### src/rtl/c3lib_ckg_mgr_pkg.sv
// Shared types and elaboration helpers for the N-channel clock-gate manager.
package c3lib_ckg_mgr_pkg;

  typedef enum logic [1:0] {
    ST_OFF  = 2'd0,
    ST_WAKE = 2'd1,
    ST_ON   = 2'd2,
    ST_IDLE = 2'd3
  } ckg_st_t;

  localparam int MAX_CH = 32;

  // The wake counter must be able to hold WAKE_CYC-1.
  function automatic bit wake_cyc_ok(input int wake_cyc, input int cnt_w);
    longint lim;
    lim = longint'(1) << cnt_w;
    return (wake_cyc >= 1) && (longint'(wake_cyc) < lim);
  endfunction

endpackage

### src/rtl/c3lib_ckg_lvt_8x.sv
// Latch-based clock gating cell: enable captured while clk is low, te forces transparency.
module c3lib_ckg_lvt_8x (
  input  logic tst_en,
  input  logic clk_en,
  input  logic clk,
  output logic gated_clk
);

  logic r_en_lat;

  always_latch begin
    if (!clk) r_en_lat <= clk_en | tst_en;
  end

  assign gated_clk = clk & r_en_lat;

endmodule

### src/rtl/c3lib_ckg_mgr_ch.sv
// One gated channel: OFF/WAKE/ON/IDLE controller, wake/idle counter and its gating cell.
module c3lib_ckg_mgr_ch
  import c3lib_ckg_mgr_pkg::*;
#(
  parameter int CNT_W    = 8,
  parameter int WAKE_CYC = 2
) (
  input  logic             clk,
  input  logic             rst_n,
  input  logic             tst_en,
  input  logic             i_req,
  input  logic             i_busy,
  input  logic             i_force_on,
  input  logic [CNT_W-1:0] i_idle_cyc,
  output logic             o_ack,
  output logic             o_clk_en,
  output logic             o_gated_clk,
  output logic             o_is_off
);

  localparam logic [CNT_W-1:0] WAKE_LAST = CNT_W'(WAKE_CYC - 1);

  ckg_st_t          r_st;
  ckg_st_t          w_nxt;
  logic [CNT_W-1:0] r_cnt;
  logic [CNT_W-1:0] w_cnt_nxt;
  logic [CNT_W:0]   w_cnt_inc;
  logic [CNT_W-1:0] w_cnt_sat;
  logic             w_wake;
  logic             w_hold;
  logic             r_ack;
  logic             r_clk_en;

  assign w_wake    = i_req | i_force_on;
  assign w_hold    = i_req | i_busy | i_force_on;
  assign w_cnt_inc = {1'b0, r_cnt} + (CNT_W+1)'(1);
  assign w_cnt_sat = w_cnt_inc[CNT_W] ? '1 : w_cnt_inc[CNT_W-1:0];

  // Activity in IDLE beats the timeout; a zero timeout parks the channel in ON.
  always_comb begin
    w_nxt     = r_st;
    w_cnt_nxt = r_cnt;
    unique case (r_st)
      ST_OFF: begin
        if (w_wake) begin
          w_nxt     = ST_WAKE;
          w_cnt_nxt = '0;
        end
      end
      ST_WAKE: begin
        if (r_cnt == WAKE_LAST) w_nxt = ST_ON;
        else                    w_cnt_nxt = w_cnt_sat;
      end
      ST_ON: begin
        if (!w_hold && (i_idle_cyc != '0)) begin
          w_nxt     = ST_IDLE;
          w_cnt_nxt = '0;
        end
      end
      ST_IDLE: begin
        if (w_hold || (i_idle_cyc == '0))         w_nxt = ST_ON;
        else if (w_cnt_inc >= {1'b0, i_idle_cyc}) w_nxt = ST_OFF;
        else                                      w_cnt_nxt = w_cnt_sat;
      end
    endcase
  end

  always_ff @(posedge clk) begin
    if (!rst_n) begin
      r_st     <= ST_OFF;
      r_cnt    <= '0;
      r_ack    <= 1'b0;
      r_clk_en <= 1'b0;
    end else begin
      r_st     <= w_nxt;
      r_cnt    <= w_cnt_nxt;
      r_ack    <= (w_nxt == ST_ON) || (w_nxt == ST_IDLE);
      r_clk_en <= (w_nxt != ST_OFF);
    end
  end

  assign o_ack    = r_ack;
  assign o_clk_en = r_clk_en;
  assign o_is_off = (r_st == ST_OFF);

  c3lib_ckg_lvt_8x u_ckg (
    .tst_en    (tst_en),
    .clk_en    (r_clk_en),
    .clk       (clk),
    .gated_clk (o_gated_clk)
  );

endmodule

### src/rtl/c3lib_ckg_mgr_nch.sv
// N-channel clock-gate manager: independent per-channel controllers plus a registered all-off flag.
module c3lib_ckg_mgr_nch
  import c3lib_ckg_mgr_pkg::*;
#(
  parameter int NUM_CH   = 4,
  parameter int CNT_W    = 8,
  parameter int WAKE_CYC = 2
) (
  input  logic              clk,
  input  logic              rst_n,
  input  logic              tst_en,
  input  logic [NUM_CH-1:0] ch_req,
  input  logic [NUM_CH-1:0] ch_busy,
  input  logic [NUM_CH-1:0] cfg_force_on,
  input  logic [CNT_W-1:0]  cfg_idle_cyc,
  output logic [NUM_CH-1:0] ch_ack,
  output logic [NUM_CH-1:0] ch_clk_en,
  output logic [NUM_CH-1:0] gated_clk,
  output logic              all_off
);

  if (!wake_cyc_ok(WAKE_CYC, CNT_W) || (NUM_CH < 1) || (NUM_CH > MAX_CH)) begin : g_bad_param
    $error("c3lib_ckg_mgr_nch: illegal NUM_CH=%0d or WAKE_CYC=%0d for CNT_W=%0d",
           NUM_CH, WAKE_CYC, CNT_W);
  end

  logic [NUM_CH-1:0] w_is_off;
  logic              r_all_off;

  for (genvar g = 0; g < NUM_CH; g++) begin : g_ch
    c3lib_ckg_mgr_ch #(
      .CNT_W    (CNT_W),
      .WAKE_CYC (WAKE_CYC)
    ) u_ch (
      .clk         (clk),
      .rst_n       (rst_n),
      .tst_en      (tst_en),
      .i_req       (ch_req[g]),
      .i_busy      (ch_busy[g]),
      .i_force_on  (cfg_force_on[g]),
      .i_idle_cyc  (cfg_idle_cyc),
      .o_ack       (ch_ack[g]),
      .o_clk_en    (ch_clk_en[g]),
      .o_gated_clk (gated_clk[g]),
      .o_is_off    (w_is_off[g])
    );
  end

  always_ff @(posedge clk) begin
    if (!rst_n) r_all_off <= 1'b1;
    else        r_all_off <= &w_is_off;
  end

  assign all_off = r_all_off;

endmodule

### config.mk
export PLATFORM = sky130hd
export DESIGN_NAME = c3lib_ckg_mgr_nch
export DESIGN_NICKNAME = d
export VERILOG_FILES = /design/src/rtl/c3lib_ckg_mgr_pkg.sv /design/src/rtl/c3lib_ckg_lvt_8x.sv /design/src/rtl/c3lib_ckg_mgr_ch.sv /design/src/rtl/c3lib_ckg_mgr_nch.sv
export SDC_FILE = /design/constraint.sdc
export NUM_CORES = 1
export LEC_CHECK = 0
export ABC_AREA = 1
export CORE_AREA = 2 2 85 87
export CTS_CLUSTER_DIAMETER = 100
export DETAILED_ROUTE_END_ITERATION = 8
export DIE_AREA = 0 0 87 89
export MAX_ROUTING_LAYER = met4
export PLACE_DENSITY = 0.85
export SLEW_MARGIN = 20
export SYNTH_ARGS = -nofsm -noshare
export SYNTH_HDL_FRONTEND = slang
export SYNTH_HIERARCHICAL = 1
export SYNTH_SLANG_ARGS = --single-unit
export TNS_END_PERCENT = 30
### constraint.sdc
create_clock -name clk -period 3.5 [get_ports clk]
set_input_delay 0.35 -clock clk [delete_from_list [all_inputs] [get_ports clk]]
set_output_delay 0.35 -clock clk [all_outputs]
set_load 0.02 [all_outputs]
==> impl_metrics.env <==
export IMPL_drtIter0Drc=208
export IMPL_hold_violations=0
export IMPL_synth_distinct_cells=26
export IMPL_yosysWarnings=6
export IMPL_wire_per_inst_um=12.66
export IMPL_io_pins=36
export IMPL_p_seq_share_pct=35.3
export IMPL_power_density_nw_per_um2=479.7
export IMPL_avgSynthCellArea_um2=6.633
export IMPL_max_slew_margin_pct=69.96
export IMPL_nNetsFinal=738
export IMPL_die_width_um=87
export IMPL_tritoncts="yes"
export IMPL_multi_input_area_um2=2660
export IMPL_critical_path_endpoint_type="output pin"
export IMPL_fin_worst_skew_ns=0.01358
export IMPL_gp_congestion=0.8779
export IMPL_syn_area_um2=4272
export IMPL_layout_drive_gt1_share_pct=8.728
export IMPL_layout_commonest_cell="nand2_1"
export IMPL_grt_pass1_vias=3861
export IMPL_timing_final_setup_violations=0
export IMPL_clk_pin_slew_ns=0.10
export IMPL_cp_required_ns=3.15
export IMPL_drc=0
export IMPL_combPwrFrac_pct=37.7
export IMPL_overflow=0
export IMPL_place_port_buffers=35
export IMPL_fillers=554
export IMPL_hold_buffers=0
export IMPL_clkLatencyLatePin_ns=0.42
export IMPL_via_per_inst=5.344
export IMPL_synth_cells=644
export IMPL_worst_pin_slew_ns=0.4495
export IMPL_syn2layout_area_growth_pct=10.49
export IMPL_layout_common_cells="146 x nand2_1, 124 x inv_1, 68 x nor2_1"
export IMPL_worst_endpoint_arrival_ns=3.02
export IMPL_vdd_drop_max_mv=0.2681
export IMPL_drv_slew=0
export IMPL_fin_cells=756
export IMPL_die_area_um2=7743
export IMPL_p_leak_uw=0.002679
export IMPL_worstPathCellList="nand2_1 > inv_1 > dlygate4sd2_1"
export IMPL_via_count=4040
export IMPL_max_stage_delay_ns=0.40
export IMPL_sw_frac_of_total_pct=42.20
export IMPL_syn_nets=707
export IMPL_switching_power_uw=955.4
export IMPL_cp_slowest_cell="dlxtn_1"
export IMPL_yosysTopAreaCell="dfxtp_1"
export IMPL_drv_cap=0
export IMPL_ys_ff_latch=49
export IMPL_coreArea_um2=6719
export IMPL_grt_use_total_pct=27.19
export IMPL_seqCellArea_um2=960.9
export IMPL_grt_pass1_wl_um=16330
export IMPL_crit_path_start_kind="latch"
export IMPL_num_rows=30
export IMPL_power_internal_uw=1309
export IMPL_dp_hpwl_um=7070
export IMPL_worstSetupPathType="latch to output pin"
export IMPL_rsz0062_at_grt="false"
export IMPL_hp_class="flip-flop to latch"
export IMPL_synthTopCellsByArea="dfxtp_1 21%, nand2_1 13%, ha_1 12%, inv_1 11%, nor2_1 6.0%"
export IMPL_antenna_cells=0
export IMPL_ant_nets=0
export IMPL_postCtsSetupRepairBufs=0
export IMPL_antenna_found_initial=0
export IMPL_firstDrtPassIters=5
export IMPL_grt_max_degree=42
export IMPL_tns_ns=0
export IMPL_drt_wl_total_um=9574
export IMPL_fp_dieH_um=89
export IMPL_dp_cells=744
export IMPL_status="finished clean"
export IMPL_p_clk_share_pct=27.0
export IMPL_crit_fanout=1
export IMPL_synth_top_cell_area_share_pct=21.09
export IMPL_start_util_pct=63.58
## critical path, delay by kind of cell, from the launching register on
kind | cells | cell delay [ns]
and+or+nand+nor | 1 | 0.06
latches | 1 | 0.40
buffers and inverters | 2 | 0.38
## path summary, 6_finish.rpt
kind,from,endpoint,slack [ns],cells past startpoint
max,g_ch[1].u_ch/u_ckg/r_en_lat,gated_clk[1],0.13,3
max reg2reg,g_ch[1].u_ch/r_cnt[0],g_ch[1].u_ch/r_cnt[1],0.97,16
min,g_ch[0].u_ch/o_clk_en,g_ch[0].u_ch/u_ckg/r_en_lat,0.52,2
min reg2reg,g_ch[0].u_ch/o_clk_en,g_ch[0].u_ch/u_ckg/r_en_lat,0.52,2
## per-layer routing
layer  up-vias  track usage [%]  wire length, um
met5         -                -                0
met3        19            7.387              482
li1       2078                -                -
met2       108            45.11             4619
met1      1835            31.90             4282
met4         0            9.091              189
## power groups by stage
| stage | sequential, uW | combinational [uW] | clock, uW |
|---|---|---|---|
| floorplan | 781 | 672 | 77.2 |
| global placement | 800 | 803 | 143 |
| detailed placement | 809 | 840 | 143 |
| CTS | 796 | 850 | 631 |
| global route | 818 | 975 | 669 |
| finish | 800 | 853 | 612 |
## logic make-up (layout without fill, tap and decap cells)
kind of cell | Yosys count | count (layout) | synth area share (%)
latches | 4 | 4 | 1.406
AND/OR/NAND/NOR | 314 | 314 | 36.15
buffers and inverters | 144 | 176 | 15.23
adder cells (fa/ha/maj) | 40 | 40 | 11.72
XOR/XNOR | 16 | 16 | 3.281
AO/OA/AOI/OAI | 81 | 81 | 11.13
flip-flops | 45 | 45 | 21.09
## state kept, by name, summed over array words and instances, names as in the netlist
name,cells
g_ch.u_ch/o_ack,4
g_ch.u_ch/u_ckg/r_en_lat,4
g_ch.u_ch/r_cnt,32
g_ch.u_ch/o_clk_en,4
g_ch.u_ch/r_st,4
all_off,1
## area by class of cell
class / instances / area share (%)
sequential: 49 / 20.36
tap: 80 / 2.121
inverter: 124 / 10.29
multi-input combinational: 451 / 56.36
clock inverter: 4 / 0.3181
timing repair buffer: 32 / 6.734
clock buffer: 16 / 3.818
## cell usage after synthesis
cell and number:
or2_1 4, nor2_1 68, nor2_4 8, a41oi_1 4, nand2_1 146, ha_1 40
o21ai_1 5, nor3_1 4, nor2_2 4, nand3_2 8, nand4_1 8, xor2_1 16
buf_6 12, o21ai_0 28, clkbuf_1 4, nand2_4 4, nand3_4 8, nand3_1 48
o21bai_1 4, clkinv_4 4, a21oi_1 28, a21oi_2 12, nor4_1 4, dfxtp_1 45
inv_1 124, dlxtn_1 4
## per-stage QoR
stage | total power (uW) | cell area [um2] | hold WS (ns) | util, % | setup WS [ns]
after detailed placement | 1792 | 4579 | 0.4969 | 68.16 | 0.3623
after global placement | 1746 | 4579 | 0.4893 | 68.16 | 0.3714
final | 2264 | 4720 | 0.5216 | 70.24 | 0.1343
after global routing | 2461 | 4720 | 0.5491 | 70.24 | 0.06095
after floorplan | 1530 | 4272 | 0.4300 | - | 0.8551
after CTS | 2277 | 4720 | 0.5223 | 70.24 | 0.1143
## what timing repair did
action,in CTS,in global routing
endpoints found under the hold margin,0,0
gates resized for setup,4,0
endpoints found under the setup margin,8,0
(Power assumes the default switching activity.)
